### src/rtl/mem_loader.sv
// Stream-to-RAM loader: writes a valid/ready byte stream to consecutive RAM
// addresses, reads the region back, and compares modular checksums.
module mem_loader #(
    parameter int unsigned WORDSIZE  = 8,
    parameter int unsigned WORDCOUNT = 512,
    parameter int unsigned ADDRSIZE  = 9
) (
    input  logic                i_clock,
    input  logic                i_resetn,
    input  logic                i_start,
    input  logic [ADDRSIZE-1:0] i_base,
    input  logic [ADDRSIZE:0]   i_count,
    input  logic                i_in_valid,
    input  logic [WORDSIZE-1:0] i_in_data,
    input  logic                i_in_last,
    output logic                o_in_ready,
    output logic [ADDRSIZE-1:0] o_ram_addr,
    output logic                o_ram_wen,
    output logic [WORDSIZE-1:0] o_ram_wdat,
    output logic                o_ram_ren,
    input  logic [WORDSIZE-1:0] i_ram_rdat,
    output logic                o_busy,
    output logic                o_done,
    output logic                o_ok,
    output logic [ADDRSIZE:0]   o_loaded
);

    localparam int unsigned   CW          = ADDRSIZE + 1;
    localparam logic [CW-1:0] WORDCOUNT_C = CW'(WORDCOUNT);

    typedef enum logic [1:0] {
        S_IDLE   = 2'd0,
        S_LOAD   = 2'd1,
        S_VERIFY = 2'd2,
        S_FIN    = 2'd3
    } state_t;

    state_t              r_state;
    state_t              w_state_next;

    logic [ADDRSIZE-1:0] r_wptr;
    logic [ADDRSIZE-1:0] w_wptr_next;
    logic [ADDRSIZE-1:0] r_rptr;
    logic [ADDRSIZE-1:0] w_rptr_next;
    logic [ADDRSIZE-1:0] r_ram_addr;
    logic [ADDRSIZE-1:0] w_ram_addr_next;

    // r_rem counts beats still allowed in LOAD, then reads still owed in VERIFY
    logic [CW-1:0]       r_rem;
    logic [CW-1:0]       w_rem_next;
    logic [CW-1:0]       r_loaded;
    logic [CW-1:0]       w_loaded_next;

    logic [WORDSIZE-1:0] r_wsum;
    logic [WORDSIZE-1:0] w_wsum_next;
    logic [WORDSIZE-1:0] r_rsum;
    logic [WORDSIZE-1:0] w_rsum_next;
    logic [WORDSIZE-1:0] r_ram_wdat;
    logic [WORDSIZE-1:0] w_ram_wdat_next;

    logic                r_in_ready;
    logic                w_in_ready_next;
    logic                r_ram_wen;
    logic                w_ram_wen_next;
    logic                r_ram_ren;
    logic                w_ram_ren_next;
    logic                r_busy;
    logic                w_busy_next;
    logic                r_done;
    logic                w_done_next;
    logic                r_ok;
    logic                w_ok_next;

    logic [CW-1:0]       w_count_clamp;
    logic                w_xfer;
    logic [WORDSIZE-1:0] w_rsum_acc;

    // Address increment modulo the RAM depth
    function automatic logic [ADDRSIZE-1:0] addr_inc(input logic [ADDRSIZE-1:0] a);
        logic [ADDRSIZE-1:0] res;
        if ({1'b0, a} == (WORDCOUNT_C - CW'(1))) begin
            res = '0;
        end else begin
            res = a + ADDRSIZE'(1);
        end
        return res;
    endfunction

    // Clamp the requested length to the RAM depth
    assign w_count_clamp = (i_count > WORDCOUNT_C) ? WORDCOUNT_C : i_count;

    // A beat moves when the registered ready meets a valid beat
    assign w_xfer = r_in_ready && i_in_valid;

    // Read data for the address driven this cycle is folded in at the closing edge
    assign w_rsum_acc = r_ram_ren ? (r_rsum + i_ram_rdat) : r_rsum;

    // Next-state and next-output logic
    always_comb begin
        w_state_next    = r_state;
        w_wptr_next     = r_wptr;
        w_rptr_next     = r_rptr;
        w_ram_addr_next = r_ram_addr;
        w_rem_next      = r_rem;
        w_loaded_next   = r_loaded;
        w_wsum_next     = r_wsum;
        w_rsum_next     = w_rsum_acc;
        w_ram_wdat_next = r_ram_wdat;
        w_ram_wen_next  = 1'b0;
        w_ram_ren_next  = 1'b0;
        w_done_next     = 1'b0;
        w_ok_next       = r_ok;
        w_busy_next     = r_done ? 1'b0 : r_busy;

        case (r_state)
            S_IDLE: begin
                if (i_start && !r_busy) begin
                    w_wptr_next   = i_base;
                    w_rptr_next   = i_base;
                    w_rem_next    = w_count_clamp;
                    w_loaded_next = '0;
                    w_wsum_next   = '0;
                    w_rsum_next   = '0;
                    w_ok_next     = 1'b0;
                    w_busy_next   = 1'b1;
                    w_state_next  = (w_count_clamp == '0) ? S_FIN : S_LOAD;
                end
            end
            S_LOAD: begin
                if (w_xfer) begin
                    w_ram_wen_next  = 1'b1;
                    w_ram_addr_next = r_wptr;
                    w_ram_wdat_next = i_in_data;
                    w_wptr_next     = addr_inc(r_wptr);
                    w_wsum_next     = r_wsum + i_in_data;
                    w_loaded_next   = r_loaded + CW'(1);
                    w_rem_next      = r_rem - CW'(1);
                    if (i_in_last || (r_rem == CW'(1))) begin
                        // Reuse the counter for the readback length
                        w_rem_next   = r_loaded + CW'(1);
                        w_state_next = S_VERIFY;
                    end
                end
            end
            S_VERIFY: begin
                w_ram_ren_next  = 1'b1;
                w_ram_addr_next = r_rptr;
                w_rptr_next     = addr_inc(r_rptr);
                w_rem_next      = r_rem - CW'(1);
                if (r_rem == CW'(1)) begin
                    w_state_next = S_FIN;
                end
            end
            S_FIN: begin
                w_done_next  = 1'b1;
                w_ok_next    = (r_wsum == w_rsum_acc);
                w_state_next = S_IDLE;
            end
            default: begin
                w_state_next = S_IDLE;
            end
        endcase

        w_in_ready_next = (w_state_next == S_LOAD) && (w_rem_next != '0);
    end

    // State register
    always_ff @(posedge i_clock) begin
        if (!i_resetn) begin
            r_state <= S_IDLE;
        end else begin
            r_state <= w_state_next;
        end
    end

    // Datapath and registered outputs
    always_ff @(posedge i_clock) begin
        if (!i_resetn) begin
            r_wptr     <= '0;
            r_rptr     <= '0;
            r_ram_addr <= '0;
            r_rem      <= '0;
            r_loaded   <= '0;
            r_wsum     <= '0;
            r_rsum     <= '0;
            r_ram_wdat <= '0;
            r_in_ready <= 1'b0;
            r_ram_wen  <= 1'b0;
            r_ram_ren  <= 1'b0;
            r_busy     <= 1'b0;
            r_done     <= 1'b0;
            r_ok       <= 1'b0;
        end else begin
            r_wptr     <= w_wptr_next;
            r_rptr     <= w_rptr_next;
            r_ram_addr <= w_ram_addr_next;
            r_rem      <= w_rem_next;
            r_loaded   <= w_loaded_next;
            r_wsum     <= w_wsum_next;
            r_rsum     <= w_rsum_next;
            r_ram_wdat <= w_ram_wdat_next;
            r_in_ready <= w_in_ready_next;
            r_ram_wen  <= w_ram_wen_next;
            r_ram_ren  <= w_ram_ren_next;
            r_busy     <= w_busy_next;
            r_done     <= w_done_next;
            r_ok       <= w_ok_next;
        end
    end

    assign o_in_ready = r_in_ready;
    assign o_ram_addr = r_ram_addr;
    assign o_ram_wen  = r_ram_wen;
    assign o_ram_wdat = r_ram_wdat;
    assign o_ram_ren  = r_ram_ren;
    assign o_busy     = r_busy;
    assign o_done     = r_done;
    assign o_ok       = r_ok;
    assign o_loaded   = r_loaded;

endmodule

### config.mk
export PLATFORM = sky130hd
export DESIGN_NAME = mem_loader
export DESIGN_NICKNAME = d
export VERILOG_FILES = /design/src/rtl/mem_loader.sv
export SDC_FILE = /design/constraint.sdc
export NUM_CORES = 1
export LEC_CHECK = 0
export ABC_AREA = 1
export ABC_CLOCK_PERIOD_IN_PS = 2900
export BUFFER_PORTS_ARGS = -buffer_cell sky130_fd_sc_hd__buf_4
export CAP_MARGIN = 10
export CORE_MARGIN = 5
export CORE_UTILIZATION = 58
export CTS_CLUSTER_DIAMETER = 80
export DETAILED_ROUTE_END_ITERATION = 8
export HOLD_SLACK_MARGIN = 0.12
export PLACE_DENSITY = 0.81
export SYNTH_ARGS = -nofsm -noshare
export SYNTH_HDL_FRONTEND = slang
export SYNTH_SLANG_ARGS = --single-unit
### constraint.sdc
create_clock -name i_clock -period 2.9 [get_ports i_clock]
set_input_delay 0.58 -clock i_clock [delete_from_list [all_inputs] [get_ports i_clock]]
set_output_delay 0.58 -clock i_clock [all_outputs]
set_load 0.05 [all_outputs]
==> insert_results.sql <==
INSERT INTO impl_metrics (metric_group, metric, value, unit) VALUES
('min_path', 'hold_path_startpoint', 'o_ram_addr[0]', ''),
('logic_synthesis', 'netlist.area_leader.share', '32.04', '%'),
('setup_path', 'r2r_end', 'o_in_ready', ''),
('finish', 'antenna_cells_inserted', '0', ''),
('finish', 'post_route_cells_drive_above_1_share', '14.53', '%'),
('routing', 'wire_per_inst', '15.10', 'um'),
('routing', 'postRouteAntennaNets', '0', ''),
('pwr', 'vdd_ir_drop_max', '0.3493', 'mV'),
('placement', 'portBuffers', '72', ''),
('floorplan', 'row_count', '33', ''),
('placement', 'pre_cts_ws', '0.4203', 'ns'),
('logic_synthesis', 'synth_edf_count', '0', ''),
('placement', 'placement.cell_area', '5590', 'sq um'),
('setup_path', 'criticalPathCategory', 'reg2reg', ''),
('logic_synthesis', 'yosys_register_bits', '79', ''),
('grt', 'overflow', '0', ''),
('logic_synthesis', 'netlist.top_cell.by_area', 'dfxtp_1', ''),
('sta', 'finalSetupViolCount', '0', ''),
('grt', 'grt_antenna_before_repair', '0', ''),
('logic_synthesis', 'yosysWarningCount', '0', ''),
('sta', 'fin_crit_share', '73.24', '%'),
('finish', 'final_area', '5796', 'sq um'),
('placement', 'place_inst', '922', ''),
('clocking', 'cts_sinks', '79', ''),
('logic_synthesis', 'cell_variety_after_synth', '42', ''),
('routing', 'detail_route.wirelength', '14160', 'um'),
('clocking', 'postCtsHoldBufs', '0', ''),
('setup_path', 'reg2reg_from', 'o_loaded[0]', ''),
('setup_path', 'reg2reg_depth', '13', ''),
('logic_synthesis', 'synth_area_per_cell', '6.546', 'sq um'),
('clocking', 'cts_inserted_buffers', '9', ''),
('clocking', 'cts_buffer_depth', '2', ''),
('floorplan', 'floorplan.initialDensity', '59.77', '%'),
('routing', 'detailedRoute.firstIterationViolations', '344', ''),
('min_path', 'hold_depth', '2', ''),
('finish', 'fillCellCount', '751', ''),
('flow_run', 'cap_viol_max_count', '0', ''),
('routing', 'routed_via_density', '5.624', ''),
('setup_path', 'timing.critical_path.arrival', '2.37', 'ns'),
('placement', 'detailedPlacementHpwl', '10990', 'um'),
('sta', 'finalSetupTns', '0', 'ns'),
('floorplan', 'die_area', '10460', 'sq um'),
('clocking', 'tritoncts', 'yes', ''),
('pwr', 'cellLeakagePower', '2.759', 'nW'),
('run_status', 'run_status', 'complete, no violations', ''),
('finish', 'layout_common_cells', '182 x nand2_1, 88 x nor2_1, 85 x inv_1, 80 x buf_4, 79 x dfxtp_1', ''),
('min_path', 'hold_path.class', 'reg2reg', ''),
('grt', 'first_global_vias', '5042', ''),
('logic_synthesis', 'synth.top_cells.by_area', 'dfxtp_1 32%, nand2_1 14%, nand3_1 7.5%', ''),
('finish', 'final-seq-area', '1582', 'sq um'),
('routing', 'route.detailed.drc', '0', ''),
('setup_path', 'cp-end-kind', 'flop', ''),
('finish', 'area_growth_syn_to_layout', '17.41', '%'),
('logic_synthesis', 'postSynth.asyncResetShare', '0', '%'),
('grt', 'grt_pass1_wl', '23690', 'um'),
('logic_synthesis', 'mappedNetlistNets', '817', ''),
('setup_path', 'cp.required', '3.15', 'ns'),
('floorplan', 'die_x', '102.3', 'um'),
('sta', 'achievable-frequency', '470.8', 'MHz'),
('floorplan', 'core_footprint', '8258', 'sq um'),
('pwr', 'power-per-cell-area', '643.8', 'nW/um^2'),
('sta', 'min_period', '2.124', 'ns'),
('finish', 'mostFrequentLayoutCell', 'nand2_1', ''),
('finish', 'layoutNonFillerInstCount', '938', ''),
('sta', 'post-route-worst-setup-slack', '0.7760', 'ns'),
('logic_synthesis', 'synth.cell_area', '4936', 'sq um'),
('sta', 'report.final.hold_viol_count', '0', ''),
('routing', 'dr_total_vias', '5275', ''),
('min_path', 'end_point_of_the_worst_hold_path', 'o_ram_addr[0]', ''),
('clocking', 'number_of_post_cts_setup_repair_buffers', '0', ''),
('sta', 'worst-slew-pin-transition', '0.5075', 'ns');
power by group:
part,internal [mW],switching (mW)
combinational,0.498,1.00
sequential,1.23,0.147
clock,0.430,0.429
total,2.16,1.58
metrics by stage:
step                power [mW]  hold slack, ns
global route             4.009          0.4658
detailed placement       2.872          0.4569
CTS                      3.719          0.4657
global placement         2.844          0.4544
floorplan                2.444          0.4652
finish                   3.731          0.4688
cell families (layout without fill, tap and decap cells):
logic type	after synthesis	count (layout)	synth area share, %
AND/OR/NAND/NOR	385	385	33.94
flip-flops	79	79	32.04
AO/OA/AOI/OAI	141	141	16.35
XOR/XNOR	16	16	2.839
adder cells (fa/ha/maj)	23	23	6.134
buffers and inverters	110	189	8.695
synth_stat cells (3+ instances only):
cell,n
o211ai_1,6
or2_2,5
a21oi_1,55
xor2_1,15
nand3b_1,5
nor3_1,8
a221oi_1,7
nor2_2,5
nand2_1,182
a31oi_1,3
clkbuf_1,9
ha_1,21
o21ai_0,45
dfxtp_1,79
nand3_1,74
inv_1,85
nand4_1,8
a22oi_1,4
inv_2,7
nor2_4,5
nor2_1,88
a211oi_1,3
buf_2,5
o22ai_1,7
state kept, by name, indices dropped and copies added, names as in the netlist, 2 cells and up:
register    cells
o_loaded       10
o_ram_addr      9
o_ram_wdat      8
r_rem          10
r_rptr          9
r_rsum          8
r_state         2
r_wptr          9
r_wsum          8
critical path: stages (launching register included):
cell     delay (ns)
dfxtp_1        0.51
ha_1           0.27
nand2_1        0.07
nor2_1         0.15
nand2_1        0.09
nor2_1         0.13
xor2_1         0.21
nand2_1        0.08
nand3_1        0.08
nand2_1        0.07
nand2_1        0.08
nand3_1        0.13
nor2_1         0.12
nor2_1         0.04
routing by layer:
metal	up-vias	wire, um	global-route usage [%]
met2	182	6483	45.53
met1	2424	6371	38.44
met4	0	298	9.687
met5	-	0	0
li1	2646	-	-
met3	23	1010	5.256
cell type report:
class,instances,share of cell area [%]
Inverter,93,6.066
Multi-Input combinational cell,565,50.48
Clock buffer,11,2.440
Timing Repair Buffer,80,10.36
Tap cell,105,2.267
Clock inverter,5,1.101
Sequential cell,79,27.29
how the worst max path moves through the flow:
stage | startpoint | end | slack (ns) | cells after the start
global route | o_loaded[0] | o_in_ready | 0.53 | 13
detailed placement | i_ram_rdat[0] | o_ok | 0.42 | 15
CTS | r_rptr[0] | r_rptr[3] | 0.79 | 13
floorplan | i_ram_rdat[0] | o_ok | 0.69 | 12
global placement | i_ram_rdat[0] | o_ok | 0.48 | 13
finish | o_loaded[0] | o_in_ready | 0.78 | 13
(Power assumes the default switching activity.)
